`config.mk`:
```
export PLATFORM = sky130hd
export DESIGN_NAME = surf4_hk_dma
export DESIGN_NICKNAME = d
export VERILOG_FILES = /design/src/rtl/surf4_hk_pkg.sv /design/src/rtl/surf4_pps_sync.sv /design/src/rtl/surf4_hk_dma.sv
export SDC_FILE = /design/constraint.sdc
export NUM_CORES = 1
export LEC_CHECK = 0
export BUFFER_PORTS_ARGS = -buffer_cell sky130_fd_sc_hd__buf_2
export CORE_ASPECT_RATIO = 0.75
export CORE_UTILIZATION = 33
export CTS_CLUSTER_DIAMETER = 60
export CTS_CLUSTER_SIZE = 10
export DETAILED_ROUTE_END_ITERATION = 8
export GPL_ROUTABILITY_DRIVEN = 0
export PLACE_DENSITY = 0.62
export SETUP_SLACK_MARGIN = 0.5
export SYNTH_ARGS = -nofsm -noshare
export SYNTH_HDL_FRONTEND = slang
export SYNTH_HIERARCHICAL = 1
export SYNTH_SLANG_ARGS = --single-unit
```
`constraint.sdc`:
```
create_clock -name clk_i -period 4.8 [get_ports clk_i]
set_input_delay 0.48 -clock clk_i [delete_from_list [all_inputs] [get_ports clk_i]]
set_output_delay 0.48 -clock clk_i [all_outputs]
set_load 0.01 [all_outputs]
```
`src/rtl/surf4_hk_pkg.sv`:
```
`default_nettype none
// ============================================================================
// Module   : surf4_hk_pkg
// Purpose  : Shared constants for the SURF4 housekeeping path: buffer and
//            WISHBONE address widths, DMA FSM state encoding, header magic
//            and the header word builder.
// Ports    : none (package)
// Revision : 1.0 - initial release
// ============================================================================
package surf4_hk_pkg;

  localparam int HK_BUF_AW = 8;
  localparam int HK_WB_AW  = 20;

  localparam logic [7:0] HK_HDR_MAGIC = 8'hA5;

  typedef logic [2:0] hk_state_t;

  localparam logic [2:0] ST_IDLE = 3'd0;
  localparam logic [2:0] ST_RD   = 3'd1;
  localparam logic [2:0] ST_LAT  = 3'd2;
  localparam logic [2:0] ST_WR   = 3'd3;
  localparam logic [2:0] ST_DONE = 3'd4;

  // Frame header: magic, current frame count, frame length in words.
  function automatic logic [31:0] hk_header(input logic [15:0] cnt,
                                            input logic [7:0]  len);
    return {HK_HDR_MAGIC, cnt, len};
  endfunction

endpackage
`default_nettype wire

```
`src/rtl/surf4_pps_sync.sv`:
```
`default_nettype none
// ============================================================================
// Module   : surf4_pps_sync
// Purpose  : Brings an asynchronous PPS into the clk domain through a 2-flop
//            synchronizer and produces a one-cycle pulse on its rising edge.
// Ports    : clk   in  system clock
//            rst   in  asynchronous active-high reset
//            din   in  asynchronous PPS input
//            pulse out one-cycle pulse per synchronized rising edge
// Revision : 1.0 - initial release
// ============================================================================
module surf4_pps_sync (
  input  logic clk,
  input  logic rst,
  input  logic din,
  output logic pulse
);

  // sh[0], sh[1]: metastability chain; sh[2]: previous synchronized level.
  logic [2:0] sh;

  always_ff @(posedge clk or posedge rst) begin
    if (rst) sh <= 3'b000;
    else     sh <= {sh[1:0], din};
  end

  assign pulse = sh[1] & ~sh[2];

endmodule
`default_nettype wire

```
`src/rtl/surf4_hk_dma.sv`:
```
`default_nettype none
// ============================================================================
// Module   : surf4_hk_dma
// Purpose  : On each PPS, copies one completed housekeeping frame from the
//            collector buffer (synchronous read port) to a WISHBONE
//            destination, one classic write per word. Tracks busy/done,
//            sticky bus-error and PPS-overrun flags and a frame counter.
// Config   : HK_DMA_HEADER_EN - when defined, each frame is preceded by a
//            header word {A5, frame_cnt, len} written at the base address and
//            data words shift up by one word.
// Ports    : clk_i/rst_i         clock, async active-high reset
//            pps_i               asynchronous PPS
//            cfg_en_i            enable (low clears err_o/ovr_o)
//            cfg_base_i/len_i    destination byte address, length in words
//            hk_ready_i          collector has a complete frame
//            buf_en_o/adr_o/dat_i buffer read port (1-cycle latency)
//            wbm_*               WISHBONE classic write master
//            busy_o/done_o       frame in progress / completion pulse
//            err_o/ovr_o         sticky bus error / PPS-while-busy
//            frame_cnt_o         completed-frame counter
// Revision : 1.0 - initial release
// ============================================================================
module surf4_hk_dma
  import surf4_hk_pkg::*;
#(
  parameter int BUF_AW = HK_BUF_AW,
  parameter int ADR_W  = HK_WB_AW
) (
  input  logic              clk_i,
  input  logic              rst_i,
  input  logic              pps_i,
  input  logic              cfg_en_i,
  input  logic [ADR_W-1:0]  cfg_base_i,
  input  logic [BUF_AW-1:0] cfg_len_i,
  input  logic              hk_ready_i,
  output logic              buf_en_o,
  output logic [BUF_AW-1:0] buf_adr_o,
  input  logic [31:0]       buf_dat_i,
  output logic              wbm_cyc_o,
  output logic              wbm_stb_o,
  output logic              wbm_we_o,
  output logic [ADR_W-1:0]  wbm_adr_o,
  output logic [31:0]       wbm_dat_o,
  output logic [3:0]        wbm_sel_o,
  input  logic              wbm_ack_i,
  input  logic              wbm_err_i,
  output logic              busy_o,
  output logic              done_o,
  output logic              err_o,
  output logic              ovr_o,
  output logic [15:0]       frame_cnt_o
);

  localparam logic [ADR_W-1:0] ALIGN_MASK = ~ADR_W'(3);
`ifdef HK_DMA_HEADER_EN
  localparam logic [ADR_W-1:0] DATA_OFS = ADR_W'(4);
`else
  localparam logic [ADR_W-1:0] DATA_OFS = '0;
`endif

  hk_state_t         state;
  logic [BUF_AW-1:0] idx;
  logic [BUF_AW-1:0] len_q;
  logic [ADR_W-1:0]  base_q;
  logic              pps_pulse;
  logic              last_word;
  logic              hdr_active;
  logic              start;
  logic [ADR_W-1:0]  word_adr;

  surf4_pps_sync u_pps_sync (
    .clk   (clk_i),
    .rst   (rst_i),
    .din   (pps_i),
    .pulse (pps_pulse)
  );

  assign start     = pps_pulse & cfg_en_i & hk_ready_i;
  assign last_word = (idx == len_q - 1'b1);
  assign word_adr  = base_q + DATA_OFS + ADR_W'({idx, 2'b00});

  // Bus/buffer strobes decode straight from the state register, so an
  // asynchronous reset removes them in the same cycle.
  assign busy_o    = (state != ST_IDLE);
  assign done_o    = (state == ST_DONE);
  assign buf_en_o  = (state == ST_RD);
  assign buf_adr_o = idx;
  assign wbm_cyc_o = (state == ST_WR);
  assign wbm_stb_o = (state == ST_WR);
  assign wbm_we_o  = (state == ST_WR);
  assign wbm_sel_o = {4{state == ST_WR}};

`ifdef HK_DMA_HEADER_EN
  logic hdr_q;

  // Marks that the WR in flight is the header rather than a data word.
  always_ff @(posedge clk_i or posedge rst_i) begin
    if (rst_i) begin
      hdr_q <= 1'b0;
    end else if (state == ST_IDLE && start) begin
      hdr_q <= 1'b1;
    end else if (state == ST_WR && (wbm_ack_i || wbm_err_i)) begin
      hdr_q <= 1'b0;
    end
  end

  assign hdr_active = hdr_q;
`else
  assign hdr_active = 1'b0;
`endif

  // Sticky flags: clearing via cfg_en_i low takes priority over setting.
  always_ff @(posedge clk_i or posedge rst_i) begin
    if (rst_i) begin
      err_o <= 1'b0;
      ovr_o <= 1'b0;
    end else if (!cfg_en_i) begin
      err_o <= 1'b0;
      ovr_o <= 1'b0;
    end else begin
      if (pps_pulse && state != ST_IDLE) ovr_o <= 1'b1;
      if (state == ST_WR && wbm_err_i)   err_o <= 1'b1;
    end
  end

  always_ff @(posedge clk_i or posedge rst_i) begin
    if (rst_i) begin
      state       <= ST_IDLE;
      idx         <= '0;
      len_q       <= '0;
      base_q      <= '0;
      wbm_adr_o   <= '0;
      wbm_dat_o   <= '0;
      frame_cnt_o <= '0;
    end else begin
      case (state)
        ST_IDLE: begin
          if (start) begin
            base_q <= cfg_base_i & ALIGN_MASK;
            len_q  <= cfg_len_i;
            idx    <= '0;
`ifdef HK_DMA_HEADER_EN
            wbm_adr_o <= cfg_base_i & ALIGN_MASK;
            wbm_dat_o <= hk_header(frame_cnt_o, 8'(cfg_len_i));
            state     <= ST_WR;
`else
            state <= (cfg_len_i == '0) ? ST_DONE : ST_RD;
`endif
          end
        end
        ST_RD: begin
          state <= ST_LAT;
        end
        ST_LAT: begin
          wbm_dat_o <= buf_dat_i;
          wbm_adr_o <= word_adr;
          state     <= ST_WR;
        end
        ST_WR: begin
          // err wins over a simultaneous ack
          if (wbm_err_i) begin
            state <= ST_IDLE;
          end else if (wbm_ack_i) begin
            if (hdr_active) begin
              state <= (len_q == '0) ? ST_DONE : ST_RD;
            end else if (last_word) begin
              state <= ST_DONE;
            end else begin
              idx   <= idx + 1'b1;
              state <= ST_RD;
            end
          end
        end
        ST_DONE: begin
          frame_cnt_o <= frame_cnt_o + 16'd1;
          state       <= ST_IDLE;
        end
        default: begin
          state <= ST_IDLE;
        end
      endcase
    end
  end

endmodule
`default_nettype wire

```
==> results of run 1 <==
==> cells in the mapped netlist (all sizes together) (6+ instances only) <==
library cell	instances
ha	11
inv	13
xnor2	26
nor2	20
xor2	15
a21oi	7
a211oi	7
dfrtp	108
nand3	9
nor4	6
clkbuf	17
mux2	34
nand4	8
o21ai	26
nor3	7
buf	8
and3	13
nand2	111
==> worst max path at each step <==
stage / start / endpoint / slack, ns / cells after the start
3_3_place_gp: len_q[0] / state[0] / 2.16 / 8
4_1_cts: len_q[0] / state[0] / 2.12 / 8
6_report: len_q[0] / state[0] / 2.13 / 8
2_1_floorplan: rst_i / base_q[10] / 1.56 / 1
3_5_place_dp: len_q[0] / state[0] / 2.12 / 8
5_1_grt: len_q[0] / buf_adr_o[6] / 1.89 / 9
==> sequential cells by signal, summed over array words and instances, names as in the netlist <==
| register | flops |
|---|---|
| base_q | 18 |
| buf_adr_o | 8 |
| err_o | 1 |
| frame_cnt_o | 16 |
| len_q | 8 |
| ovr_o | 1 |
| state | 3 |
| u_pps_sync/sh | 3 |
| wbm_adr_o | 18 |
| wbm_dat_o | 32 |
==> routing by layer <==
layer,up-vias,routed length (um),track usage (%)
li1,1897,-,-
met2,102,5257,23.66
met4,2,172,4.737
met5,-,11,0
met1,1795,5416,19.64
met3,13,847,6.598
==> area by class of cell <==
cell class | instances | share of cell area (%)
diodes | 2 | 0.07979
clock buffers | 9 | 3.591
clock inverters | 6 | 0.8777
inverters | 13 | 0.8179
multi-input cells | 336 | 35.07
flip-flops and latches | 108 | 43.09
well taps | 200 | 3.990
repair buffers | 154 | 12.49
==> logic make-up after synthesis <==
kind of cell | synth area share, %
DFF | 53.35
and+or+nand+nor | 17.07
muxes | 8.348
adders and majority gates | 3.112
buffers and inverters | 3.408
other | 0.07402
AOI/OAI and AO/OA | 7.557
xor gates and xnor gates | 7.088
==> power breakdown <==
part / switching (mW) / total (mW) / internal (mW) / leakage [nW]
Clock: 0.360 / 0.720 / 0.361 / 0.139
Sequential: 0.277 / 1.54 / 1.26 / 1.37
Combinational: 0.799 / 1.51 / 0.706 / 1.64
Total: 1.44 / 3.76 / 2.33 / 3.15
==> timing repair <==
item | CTS | global route
setup buffers | 0 | 0
hold buffers | 1 | 0
endpoints found under the hold margin | 3 | 0
==> critical path, delay by kind of cell, from the launching register on <==
kind | cells | cell delay, ns
buffers and inverters | 1 | 0.09
adders and majority gates | 1 | 0.29
DFF | 1 | 0.42
AOI/OAI and AO/OA | 4 | 1.24
and+or+nand+nor | 2 | 0.53
==> flow_summary.yaml, run 1 <==
run_status:
  status: "finished clean"
critical_path:
  worst_setup_path_start_kind: "flop"
  cp_max_fo: 7
  r2r_end: "state[0]"
  worst_path_largest_cell_delay_ns: 0.56
  reg2reg_from: "len_q[0]"
  arrival_ns: 2.91
  end_kind: "flop"
  worstPathCellList: "inv_1 -> ha_1 -> or3b_1 -> a211oi_1 -> o21ai_1 -> a2111oi_4 -> nor2_2 -> a211o_1"
  r2r_setup_slack_ns: 2.13
  worst_path_max_delay_cell: "a2111oi_4"
  cp.required_ns: 5.04
  rr_worst_depth: 8
  worst-setup-path-type: "flop to flop"
floorplanning:
  start_util_pct: 34.37
  io_pins: 155
  row_count: 38
  core_sq_mm: 0.01474
  dieArea_sq_mm: 0.01586
  chipWidth_um: 145.1
  die_h_um: 109.3
synthesis:
  syn_avg_cell_area_sq_um: 10.53
  syn_area_sq_mm: 0.005066
  ys_seq_area_share_pct: 53.35
  ys_ff_latch: 108
  synth_warnings: 6
  synth_edf_count: 0
  post-synth-top-area-cell: "dfrtp_1"
  synth.area.top_cells: "dfrtp_1 (53%), nand2_1 (8.2%), mux2_2 (7.6%), xnor2_1 (4.5%), ha_1 (2.7%)"
  ys.flop_type: "dfrtp_1"
  netlist_instances: 481
  synth_top_area_share_pct: 53.35
  yosysUniqueCellTypes: 44
  async_reset_ff_share_pct: 100.0
global_route:
  grtUsageTotal_pct: 15.38
  grt-ovfl-total: 0
  antenna_found_initial: 2
  grt_pass1_wl_um: 19080
  first_global_vias: 3862
  grt_max_degree: 65
final_layout:
  final_cell_mix: "buf_2 (150), nand2_1 (110), dfrtp_1 (108)"
  final_core_util_pct: 42.56
  area_delta_synth_final_pct: 23.81
  layout_commonest_cell: "buf_2"
  drive_above_1_share_pct: 34.19
  fin_nets: 701
  final_area_sq_mm: 0.006272
  nFillCells: 1471
  stdcell_count: 828
  seq_area_sq_mm: 0.002703
  multi_input_area_sq_mm: 0.002200
clock_network:
  cts_sinks: 108
  cts_tree: "built"
  cts_buffers: 9
  clk_pin_slew_ns: 0.08
  post_cts_resized: 0
  clk_latency_ns: 0.36
  htree_levels: 3
  cts.path.max_buffers: 2
  ctsRootBufferMaster: "clkbuf_16"
hold_path:
  min_path_cells: 1
  holdPathEnd: "u_pps_sync/sh[0]"
  hp-class: "input pin to flop"
  hp-start: "pps_i"
sta:
  fin_crit_ns: 2.672
  skew_ns: 0.01018
  slew_headroom_pct: 29.92
  rsz0062_at_grt: "false"
  slew_violations: 0
  fmax_ghz: 0.3742
  period_share_pct: 55.67
  worst_slew_pin_slew_ns: 1.051
  final_hold_viol_count: 0
  setup_viol: 0
  finalSetupTns_ns: 0
  worst_slack_ns: 2.128
  hold_ws_ns: 0.2214
pwr:
  leakage_nw: 3.150
  power.density_mw_per_mm2: 599.8
  p_total_mw: 3.762
  peakVddDrop_uv: 268.8
routing:
  antenna_left: 0
  wl_um: 11700
  routedWlPerCell_um: 14.14
  dr.pass1.iters: 5
  drt_iter0_drc: 193
  drc_errors: 0
  vias: 3809
  vias_per_cell: 4.600
placed_design:
  place_inst: 810
  dp_hpwl_um: 8588
  place_ws_ns: 2.123
  numPortBuffers: 150
  place_area_sq_mm: 0.005977
job:
  drv_cap: 0
Note: power is estimated with default switching activity, not from simulation.
==> inputs of run 2 (changes only) <==
==> constraint.sdc (replaced) <==
create_clock -name clk_i -period 2.6 [get_ports clk_i]
set_input_delay 0.26 -clock clk_i [delete_from_list [all_inputs] [get_ports clk_i]]
set_output_delay 0.26 -clock clk_i [all_outputs]
set_load 0.01 [all_outputs]
==> run 2 against run 1 <==
Die area unchanged. Core utilization is 2.5 points higher. Worst hold slack worse by 0.20 ns. Total power rose by 97%. Sequential cell count stayed put. Via count rose by 3.8%. Cell area is 5.8% higher. Maximum frequency rose by 18%. Routed wire length up 1.8%. Count of clock-buffer cells in the layout up 2. Highest routed layer unchanged.
==> flow_summary.yaml, run 2 (synthesis results as in run 1) <==
run_status:
  status: "finished clean"
final_layout:
  largest_register_ff_count: 32
  area_delta_synth_final_pct: 31.00
  n_antenna_cell: 0
  layout_commonest_cell: "buf_2"
  final_cell_mix: "buf_2 (150), nand2_1 (109), dfrtp_1 (104)"
  final_core_util_pct: 45.03
  top_register: "wbm_dat_o"
  fin_nets: 719
  top_regs: "wbm_dat_o (32), base_q (18), wbm_adr_o (18)"
  drive_above_1_share_pct: 41.86
routing:
  vias: 3955
  drt_iter0_drc: 133
  antenna_left: 0
  routedWlPerCell_um: 14.11
  vias_per_cell: 4.680
  dr.pass1.iters: 4
  drc_errors: 0
  wl_um: 11920
critical_path:
  worst_path_max_delay_cell: "dfrtp_2"
  cp.required_ns: 2.86
  critPathBufInv: 3
  end_kind: "flop"
  worst-setup-path-type: "flop to flop"
  critPathTopFamily: "compound AO/OA/AOI/OAI gates"
  arrival_ns: 2.51
  worst_setup_path_start_kind: "flop"
  worst_path_largest_cell_delay_ns: 0.43
  cp_max_fo: 7
  worstPathCellList: "inv_2 -> ha_4 -> or3b_1 -> a211oi_2 -> o21ai_2 -> a2111oi_4 -> buf_6 -> buf_6 -> o2bb2a_4 -> nor4_2"
  cpMostUsedCell: "buf_6"
clock_network:
  cts.path.max_buffers: 2
  cts_buffers: 9
  cts_tree: "built"
  ctsRootBufferMaster: "clkbuf_16"
  cts_sinks: 108
  htree_levels: 3
  clk_pin_slew_ns: 0.07
  clk_latency_ns: 0.35
sta:
  finalSetupTns_ns: 0
  fmax_ghz: 0.4433
  fin_crit_ns: 2.256
  period_share_pct: 86.77
  setup_viol: 0
  skew_ns: 0.006898
  final_hold_viol_count: 0
  rsz0062_at_grt: "true"
  slew_violations: 0
  worst_slew_pin_slew_ns: 0.5651
  slew_headroom_pct: 62.32
pwr:
  peakVddDrop_uv: 533.6
  leakage_nw: 3.262
  power.density_mw_per_mm2: 1119
floorplanning:
  chipWidth_um: 145.1
  die_h_um: 109.3
  row_count: 38
  dieArea_sq_mm: 0.01586
  core_sq_mm: 0.01474
  start_util_pct: 34.37
  io_pins: 155
global_route:
  grt-ovfl-total: 0
  antenna_found_initial: 1
  first_global_vias: 3955
  grtUsageTotal_pct: 15.45
  grt_pass1_wl_um: 19330
  grt_max_degree: 106
placed_design:
  numPortBuffers: 150
  dp_hpwl_um: 8262
job:
  drv_cap: 0
hold_path:
  hp-class: "input pin to flop"
[run 2: worst paths after layout]
check                                  from               end  slack [ns]  cells after the start
setup / recovery                   len_q[0]          state[2]        0.34                     10
hold / removal                        pps_i  u_pps_sync/sh[0]        0.02                      1
setup reg to reg                   len_q[0]          state[2]        0.34                     10
hold reg to reg            u_pps_sync/sh[0]  u_pps_sync/sh[1]        0.35                      0
max in group asynchronous             rst_i          len_q[5]        1.52                      4
min in group asynchronous             rst_i  u_pps_sync/sh[2]        0.35                      3
[run 2: area by class of cell]
type / count / area (sq um)
tap: 200 / 250.2
multi-input combinational: 336 / 2409
timing repair buffer: 172 / 938.4
inverter: 13 / 52.55
clock buffer: 11 / 242.7
sequential: 108 / 2708
clock inverter: 5 / 36.28
fill: 1418 / 8103
[run 2: worst reg2reg max path, cell delays in order, from the launching register on]
cell	delay, ns
dfrtp_2	0.43
inv_2	0.09
ha_4	0.17
or3b_1	0.36
a211oi_2	0.23
o21ai_2	0.11
a2111oi_4	0.21
buf_6	0.20
buf_6	0.10
o2bb2a_4	0.15
nor4_2	0.13
[run 2: power breakdown]
part           leakage (nW)  internal [mW]  switching (mW)
clock network         0.128          0.679           0.620
logic                  1.77           1.58            1.74
registers              1.36           2.33           0.479
total                  3.26           4.59            2.84
[run 2: stage by stage]
| step | cell area, sq um | power [mW] | cells | hold WS (ns) | setup slack, ns |
|---|---|---|---|---|---|
| 2_1_floorplan | 5110 | 4.823 | 482 | 0.01364 | 0.4640 |
| 3_3_place_gp | 6065 | 5.696 | 815 | 0.1569 | 0.2450 |
| 3_5_place_dp | 6065 | 5.801 | 815 | 0.1594 | 0.2388 |
| 4_1_cts | 6474 | 7.298 | 837 | 0.004944 | 0.3815 |
| 5_1_grt | 6636 | 7.962 | 845 | 0.002675 | 0.2589 |
| 6_report | 6636 | 7.428 | 845 | 0.02433 | 0.3441 |
[run 2: timing repair]
item / in CTS / in global routing
buffers inserted: 5 / 8
hold endpoints to repair: 3 / 0
resized for setup: 18 / 25
hold buffers: 1 / 0
pin swaps: 13 / 22
setup endpoints to repair: 21 / 41
[run 2: metal layers]
metal	vias up	GRT usage, %	share of wire (%)
met5	-	0	0.11
met4	2	5.038	0.84
met3	10	4.523	6.0
met2	109	24.79	47
met1	1910	20.21	46
li1	1924	-	-
==> inputs of run 3 (changes only) <==
--- a/config.mk
+++ b/config.mk
@@ -6,9 +6,7 @@
 export NUM_CORES = 1
 export LEC_CHECK = 0
 export BUFFER_PORTS_ARGS = -buffer_cell sky130_fd_sc_hd__buf_2
-export CORE_ASPECT_RATIO = 0.75
 export CORE_UTILIZATION = 33
-export CTS_CLUSTER_DIAMETER = 60
 export CTS_CLUSTER_SIZE = 10
 export DETAILED_ROUTE_END_ITERATION = 8
 export GPL_ROUTABILITY_DRIVEN = 0
==> run 3 against run 2 <==
Worst setup slack gained 0.025 ns. Sequential power barely moved. Non-clock buffer count up 1. Die area about the same. Cell count decreased by 1.7%. Clock skew grew 0.0036 ns. Critical path depth unchanged. Sequential share of layout area rose by 0.12 points. First-iteration DRC count decreased by 16%. Clock power rose by 11%. Routed wire length up 0.46%. Largest cell class unchanged.
==> flow_summary.yaml, run 3 (synthesis results as in run 1) <==
run_status:
  status: "finished clean"
critical_path:
  r2r_end: "state[2]"
  r2r_setup_slack_ns: 0.37
  cp.required_ns: 2.86
  crit_start: "len_q[0]"
  worstPathCellList: "inv_2 -> ha_4 -> or3b_1 -> a211oi_2 -> o21ai_2 -> a2111oi_4 -> buf_6 -> buf_6 -> o2bb2a_4 -> nor4_2"
  worst_path_max_delay_cell: "dfrtp_1"
  arrival_ns: 2.49
  end_kind: "flop"
  reg2reg_from: "len_q[0]"
  cp_num_cells: 10
  worst_setup_path_start_kind: "flop"
  worst-setup-path-type: "flop to flop"
  rr_worst_depth: 10
  worst_path_largest_cell_delay_ns: 0.42
  cp_max_fo: 6
  cpMostUsedCell: "buf_6"
  cp-endpoint: "state[2]"
  critPathTopFamily: "compound AO/OA/AOI/OAI gates"
  critPathBufInv: 3
clock_network:
  clk_latency_ns: 0.35
  cts_tree: "built"
  ctsRootBufferMaster: "clkbuf_16"
  cts.path.max_buffers: 2
  htree_levels: 3
  cts_buffers: 9
  cts_sinks: 108
  clk_pin_slew_ns: 0.07
sta:
  skew_ns: 0.01049
  final_hold_viol_count: 0
  finalSetupTns_ns: 0
  slew_violations: 0
  rsz0062_at_grt: "true"
  worst_slew_pin_slew_ns: 0.5934
  slew_headroom_pct: 60.30
  fmax_ghz: 0.4482
  setup_viol: 0
  fin_crit_ns: 2.231
  period_share_pct: 85.81
global_route:
  first_global_vias: 4018
  grt_max_degree: 106
  antenna_found_initial: 2
  grt_pass1_wl_um: 19670
  grt-ovfl-total: 0
  grtUsageTotal_pct: 15.59
routing:
  vias_per_cell: 4.773
  drt_iter0_drc: 112
  wl_um: 11980
  vias: 3966
  antenna_left: 0
  drc_errors: 0
  routedWlPerCell_um: 14.41
  dr.pass1.iters: 5
floorplanning:
  row_count: 44
  die_h_um: 125.9
  start_util_pct: 34.34
  io_pins: 155
  core_sq_mm: 0.01475
  dieArea_sq_mm: 0.01585
  chipWidth_um: 125.9
final_layout:
  area_delta_synth_final_pct: 30.55
  multi_input_area_sq_mm: 0.002352
  drive_above_1_share_pct: 40.16
  seq_area_sq_mm: 0.002706
  layout_commonest_cell: "buf_2"
  largest_register_ff_count: 32
  final_cell_mix: "buf_2 (150), nand2_1 (109), dfrtp_1 (105)"
  nFillCells: 1429
  fin_nets: 720
  top_regs: "wbm_dat_o (32), base_q (18), wbm_adr_o (18)"
  top_register: "wbm_dat_o"
  final_area_sq_mm: 0.006614
placed_design:
  numPortBuffers: 150
  dp_hpwl_um: 8265
  place_area_sq_mm: 0.006065
job:
  drv_cap: 0
pwr:
  peakVddDrop_uv: 484.3
  power.density_mw_per_mm2: 1132
  leakage_nw: 3.282
hold_path:
  hp-class: "input pin to flop"
-- run 3: repair_timing --
item | in CTS | in global routing
endpoints found under the setup margin | 21 | 22
endpoints found under the hold margin | 4 | 0
resized for setup | 17 | 12
setup buffers | 8 | 4
pin swaps | 6 | 18
cloned | 0 | 0
hold buffers | 2 | 0
-- run 3: final cells by class --
class / instances / share of cell area (%)
clock inverter: 5 / 1.173
tap: 184 / 3.481
inverter: 13 / 0.7946
multi-input combinational: 336 / 35.57
timing repair buffer: 173 / 14.53
clock buffer: 10 / 3.462
antenna: 2 / 0.07567
sequential: 108 / 40.92
-- run 3: how the worst min path moves through the flow --
| stage | endpoint | cells after the start | slack [ns] | start |
|---|---|---|---|---|
| 2_1_floorplan | u_pps_sync/sh[0] | 1 | 0.01 | rst_i |
| 3_3_place_gp | u_pps_sync/sh[0] | 2 | 0.16 | rst_i |
| 3_5_place_dp | u_pps_sync/sh[0] | 2 | 0.17 | rst_i |
| 4_1_cts | base_q[5] | 3 | 0.09 | cfg_base_i[5] |
| 5_1_grt | base_q[5] | 3 | 0.09 | cfg_base_i[5] |
| 6_report | base_q[12] | 3 | 0.10 | cfg_base_i[12] |
-- run 3: worst register-to-register path: cells and delay by family (launching register included) --
kind                     cells  cell delay [ns]
AO/OA/AOI/OAI                4             0.71
adder cells (fa/ha/maj)      1             0.15
buffers and inverters        3             0.37
flip-flops                   1             0.42
AND/OR/NAND/NOR              2             0.49
-- run 3: where the power goes --
part	total [mW]	internal, mW	switching (mW)
registers	2.80	2.33	0.475
logic	3.24	1.56	1.68
clock network	1.44	0.836	0.605
-- run 3: per-layer routing --
metal  up-vias  wire length (um)  track usage (%)
met5         -                 0                0
met2        98              6003            25.87
met3         6               670            5.268
met4         0               120            4.465
met1      1933              5180            19.25
li1       1929                 -                -
-- run 3: metrics by stage --
stage | hold slack (ns) | std cells | worst slack, ns | util, % | power (mW)
finish | 0.1014 | 831 | 0.3690 | 44.83 | 7.487
global placement | 0.1577 | 800 | 0.2843 | 41.10 | 5.717
CTS | 0.08646 | 825 | 0.3527 | 44.26 | 7.451
global route | 0.08939 | 829 | 0.2388 | 44.79 | 8.042
detailed placement | 0.1677 | 800 | 0.2120 | 41.10 | 5.823
floorplan | 0.01364 | 482 | 0.4640 | - | 4.823
